===== src/rtl/muldiv_unit.sv =====
// muldiv_unit: iterative multiply/divide unit that owns the architectural HI/LO
// registers. MULT/MULTU use shift-add and DIV/DIVU use restoring division, one
// bit per cycle. Every operation takes N+1 busy cycles and ends with a one-cycle
// done pulse. MTHI/MTLO writes are accepted only while the unit is idle.
//
// Build option: define MULDIV_DIV_EN to include the divide datapath. Without
// it, a start with op[1]=1 is ignored.
//
// Ports:
//   clk, reset      rising-edge clock, asynchronous active-high reset
//   start, op       launch (sampled when idle); 00 MULTU 01 MULT 10 DIVU 11 DIV
//   a, b            multiplicand/dividend (rs), multiplier/divisor (rt)
//   hi_we, lo_we    MTHI / MTLO write enables, with data on wdata
//   busy, done      operation in progress / one-cycle result-valid pulse
//   hi, lo          HI / LO registers
module muldiv_unit #(
  parameter int N = 32
) (
  input  logic         clk,
  input  logic         reset,
  input  logic         start,
  input  logic [1:0]   op,
  input  logic [N-1:0] a,
  input  logic [N-1:0] b,
  input  logic         hi_we,
  input  logic         lo_we,
  input  logic [N-1:0] wdata,
  output logic         busy,
  output logic         done,
  output logic [N-1:0] hi,
  output logic [N-1:0] lo
);

  localparam int CW = $clog2(N);

  typedef enum logic [1:0] {IDLE, RUN, FIX} state_t;

  state_t           state_q, state_d;
  logic [CW-1:0]    cnt_q, cnt_d;
  // Multiply: {partial product, remaining multiplier bits}.
  // Divide:   {partial remainder, dividend bits / developing quotient}.
  logic [2*N-1:0]   work_q, work_d;
  logic [N-1:0]     opd_q, opd_d;      // multiplicand or divisor magnitude
  logic             neg_a_q, neg_a_d;
  logic             neg_b_q, neg_b_d;
  logic             busy_q, busy_d;
  logic             done_q, done_d;
  logic [N-1:0]     hi_q, hi_d;
  logic [N-1:0]     lo_q, lo_d;

  logic [N-1:0]     a_mag, b_mag;
  logic             accept;
  logic [N:0]       mul_sum;
  logic [2*N-1:0]   mul_prod;

  assign a_mag   = (op[0] && a[N-1]) ? -a : a;
  assign b_mag   = (op[0] && b[N-1]) ? -b : b;
  assign mul_sum = {1'b0, work_q[2*N-1:N]} + (work_q[0] ? {1'b0, opd_q} : '0);
  assign mul_prod = (neg_a_q ^ neg_b_q) ? -work_q : work_q;

`ifdef MULDIV_DIV_EN
  logic             is_div_q, is_div_d;
  logic             bzero_q, bzero_d;
  logic [N:0]       div_part;
  logic             div_ge;
  logic [N-1:0]     div_rem;
  logic [N-1:0]     quo_fix, rem_fix;

  assign accept   = start;
  assign div_part = {work_q[2*N-1:N], work_q[N-1]};
  assign div_ge   = div_part >= {1'b0, opd_q};
  // The difference always fits in N bits when div_ge holds.
  assign div_rem  = div_ge ? (div_part[N-1:0] - opd_q) : div_part[N-1:0];
  // Divide by zero leaves the dividend magnitude as the remainder. After the
  // sign fix this reproduces a exactly, so only LO needs forcing.
  assign quo_fix  = bzero_q ? '1 :
                    ((neg_a_q ^ neg_b_q) ? -work_q[N-1:0] : work_q[N-1:0]);
  assign rem_fix  = neg_a_q ? -work_q[2*N-1:N] : work_q[2*N-1:N];
`else
  assign accept   = start && !op[1];
`endif

  always_comb begin
    state_d = state_q;
    cnt_d   = cnt_q;
    work_d  = work_q;
    opd_d   = opd_q;
    neg_a_d = neg_a_q;
    neg_b_d = neg_b_q;
    busy_d  = busy_q;
    done_d  = 1'b0;
    hi_d    = hi_q;
    lo_d    = lo_q;
`ifdef MULDIV_DIV_EN
    is_div_d = is_div_q;
    bzero_d  = bzero_q;
`endif
    case (state_q)
      IDLE: begin
        if (hi_we) hi_d = wdata;
        if (lo_we) lo_d = wdata;
        if (accept) begin
          state_d = RUN;
          busy_d  = 1'b1;
          cnt_d   = '0;
          neg_a_d = op[0] & a[N-1];
          neg_b_d = op[0] & b[N-1];
          work_d  = {{N{1'b0}}, b_mag};
          opd_d   = a_mag;
`ifdef MULDIV_DIV_EN
          is_div_d = op[1];
          bzero_d  = (b == '0);
          if (op[1]) begin
            work_d = {{N{1'b0}}, a_mag};
            opd_d  = b_mag;
          end
`endif
        end
      end
      RUN: begin
        cnt_d  = cnt_q + 1'b1;
        work_d = {mul_sum, work_q[N-1:1]};
`ifdef MULDIV_DIV_EN
        if (is_div_q) work_d = {div_rem, work_q[N-2:0], div_ge};
`endif
        if (cnt_q == CW'(N - 1)) state_d = FIX;
      end
      FIX: begin
        hi_d = mul_prod[2*N-1:N];
        lo_d = mul_prod[N-1:0];
`ifdef MULDIV_DIV_EN
        if (is_div_q) begin
          hi_d = rem_fix;
          lo_d = quo_fix;
        end
`endif
        busy_d  = 1'b0;
        done_d  = 1'b1;
        state_d = IDLE;
      end
      default: begin
        state_d = IDLE;
        busy_d  = 1'b0;
      end
    endcase
  end

  always_ff @(posedge clk or posedge reset) begin
    if (reset) begin
      state_q <= IDLE;
      cnt_q   <= '0;
      work_q  <= '0;
      opd_q   <= '0;
      neg_a_q <= 1'b0;
      neg_b_q <= 1'b0;
      busy_q  <= 1'b0;
      done_q  <= 1'b0;
      hi_q    <= '0;
      lo_q    <= '0;
`ifdef MULDIV_DIV_EN
      is_div_q <= 1'b0;
      bzero_q  <= 1'b0;
`endif
    end else begin
      state_q <= state_d;
      cnt_q   <= cnt_d;
      work_q  <= work_d;
      opd_q   <= opd_d;
      neg_a_q <= neg_a_d;
      neg_b_q <= neg_b_d;
      busy_q  <= busy_d;
      done_q  <= done_d;
      hi_q    <= hi_d;
      lo_q    <= lo_d;
`ifdef MULDIV_DIV_EN
      is_div_q <= is_div_d;
      bzero_q  <= bzero_d;
`endif
    end
  end

  assign busy = busy_q;
  assign done = done_q;
  assign hi   = hi_q;
  assign lo   = lo_q;

endmodule


===== config.mk =====
export PLATFORM = sky130hd
export DESIGN_NAME = muldiv_unit
export DESIGN_NICKNAME = d
export VERILOG_FILES = /design/src/rtl/muldiv_unit.sv
export SDC_FILE = /design/constraint.sdc
export NUM_CORES = 1
export LEC_CHECK = 0
export CORE_UTILIZATION = 30
export CTS_CLUSTER_DIAMETER = 60
export DETAILED_ROUTE_END_ITERATION = 7
export HOLD_SLACK_MARGIN = 0.1
export PLACE_DENSITY = 0.59
export SYNTH_ARGS = -nofsm -noshare
export SYNTH_HDL_FRONTEND = slang
export SYNTH_SLANG_ARGS = --single-unit

===== constraint.sdc =====
create_clock -name clk -period 5.4 [get_ports clk]
set_input_delay 0.54 -clock clk [delete_from_list [all_inputs] [get_ports clk]]
set_output_delay 0.54 -clock clk [all_outputs]
set_load 0.01 [all_outputs]

==> flow_summary.yaml <==
cts:
  clkSinkCount: 171
  cts_resized: 0
  post_cts_buffers: 0
  ctsHoldBuffers: 0
  clkLatencyLatePin_ns: 0.44
  cts_made_buffers: 17
  cts_root_buffer: "clkbuf_16"
  cts.clk_slew.worst_paths_ns: 0.08
  clockBufferDepth: 2
  tritoncts: "done"
  h-tree-depth: 4
yosys:
  syn_nets: 1524
  synth_edf_count: 0
  yosys_warnings: 0
  synth_cell_type_count: 72
  synth_cells: 1383
  synth_area_leaders: "dfrtp_1, o21ai_0, xnor2_1, nand2_1, a21oi_1"
  synth_top_area_share_pct: 36.9
  synth_top_area_cell: "dfrtp_1"
  synthArstFlopShare_pct: 100
  synth-seq-area-share_pct: 36.9
  syn_area_per_cell_sq_um: 8.39
  synth_seq_cells: 171
  synth_top_flop_cell: "dfrtp_1"
  syn-cell-area_sq_mm: 0.0116
sta:
  rsz0062_at_grt: "false"
  fmax_mhz: 277
  fin_crit_ns: 3.61
  fin_setup_tns_ns: 0
  hold_viol: 0
  slew_headroom_pct: 35.0
  tightest_slew_ns: 0.974
  fin_crit_sh_pct: 66.8
  whs_ns: 0.476
  finClkSkew_ns: 0.0138
  setup-violations-final: 0
  slew_viol_final: 0
routing:
  routed_wl_microns: 38800
  wire_per_inst_microns: 19.2
  ant_nets: 0
  drtIter0Drc: 951
  drt_first_pass_iters: 6
  vias_per_cell: 5.42
  vias: 10900
  drc: 0
worst_setup_path:
  startpoint_type: "flop"
  required_ns: 5.68
  reg2regPathDepth: 11
  cp.arrival_ns: 3.88
  r2r_end: "work_q[55]"
  timing.rr.start: "work_q[0]"
  cp_max_fo: 36
  path_class: "reg2reg"
  reg2reg_slack_ns: 1.79
  crit_path_end_kind: "flop"
layout:
  area_delta_synth_final_pct: 23.7
  final_common_cell: "dfrtp_1"
  final_cell_mix: "dfrtp_1, clkdlybuf4s50_1, o21ai_0"
  finalNetCount: 1637
  drive_gt1_share_pct: 4.77
  antenna_cells: 0
power_and_ir_drop:
  p_leak_uw: 0.00565
  p_per_area_mw_per_mm2: 592
  finalPower_uw: 8500
  peakVddDrop_uv: 262
floorplan:
  die_h_microns: 199
  fp.dieArea_sq_mm: 0.0394
  fp-row-count: 71
  pin_count: 169
  start_util_pct: 30.6
  die_x_microns: 199
  core_area_sq_mm: 0.0378
global_route:
  grt_usage_pct: 19.7
  antenna_found_initial: 0
  grt_overflow: 0
  grt_pass1_wl_microns: 60400
  first_global_vias: 10400
  grt_max_degree: 117
hold_path:
  min_path_type: "reg2reg"
  holdCritStartpoint: "opd_q[8]"
  holdPathEnd: "opd_q[8]"
  hold_depth: 2
place:
  hpwlAfterDp_microns: 29600
  place_congestion: 0.898
  portBuffers: 168
run:
  maxCapViolCount: 0
run_status:
  outcome: "finished clean"
==> kinds of logic (layout without fill, tap and decap cells) <==
| group | Yosys count | count (layout) | share of synthesized area [%] |
|---|---|---|---|
| compound gates | 439 | 439 | 23.5 |
| mux | 15 | 15 | 1.29 |
| xor+xnor | 129 | 129 | 9.74 |
| buf+inv | 110 | 236 | 3.59 |
| fa+ha+maj | 38 | 38 | 4.16 |
| flops | 171 | 171 | 36.9 |
| simple gates | 481 | 481 | 20.8 |
==> flip-flops by register name (all words and copies together) (netlist names), 2 cells and up <==
register,count
work_q,64
lo,32
cnt_q,5
hi,32
state_q,2
opd_q,32
==> how the worst max path moves through the flow <==
stage                     slack (ns)  depth (start not counted)    endpoint       from
after floorplan                 0.23                          1        busy      reset
after global placement          1.92                         11  work_q[55]  work_q[0]
after detailed placement        1.86                         11  work_q[55]  work_q[0]
after CTS                       1.82                         11  work_q[55]  work_q[0]
after global routing            1.50                         11  work_q[55]  work_q[0]
final                           1.79                         11  work_q[55]  work_q[0]
==> cell type report <==
| class | instances | area [sq um] |
|---|---|---|
| inverter | 23 | 91.3 |
| multi-input combinational | 1102 | 6940 |
| fill | 3933 | 23500 |
| sequential | 171 | 4280 |
| clock buffer | 17 | 425 |
| clock inverter | 15 | 173 |
| tap | 511 | 639 |
| timing repair buffer | 181 | 1800 |
==> stage by stage <==
stage	worst slack, ns	util (%)	instance area (sq um)	cells
final	1.79	37.9	14400	2020
after CTS	1.82	37.9	14400	2020
after global placement	1.92	36.3	13800	1988
after detailed placement	1.86	36.3	13800	1988
after floorplan	0.228	-	11600	1383
after global routing	1.50	37.9	14400	2020
==> synth_stat cells (all sizes together), types with 12 or more instances <==
cell,number
o31ai,19
o22ai,12
a22oi,27
mux2i,15
nor2,105
a21o,12
o41ai,16
xnor2,73
or4,17
a21oi,98
nand4,18
o21ai,167
o221ai,13
nor3,39
nor4,22
dfrtp,171
xor2,56
inv,22
nand3,27
ha,37
and2,36
clkbuf,76
nand2,159
==> report_power, final <==
part           switching, uW  internal, uW
Sequential               799          1900
Clock                    645           625
Combinational           2540          1990
==> worst max-delay path, stage by stage (launching register included) <==
cell	delay [ns]
dfrtp_1	0.97
and2_1	0.24
ha_1	0.19
inv_1	0.06
fa_1	0.39
nor2b_1	0.17
o2111ai_1	0.12
nand3b_1	0.19
a221oi_1	0.19
o41ai_1	0.62
xnor2_1	0.19
o21ai_0	0.10
==> layer usage <==
| metal | global-route usage, % | wire (microns) |
|---|---|---|
| met5 | 0 | 0 |
| met3 | 2.27 | 2580 |
| met4 | 5.84 | 787 |
| met2 | 29.6 | 16700 |
| met1 | 29.4 | 18800 |
(Power assumes the default switching activity.)
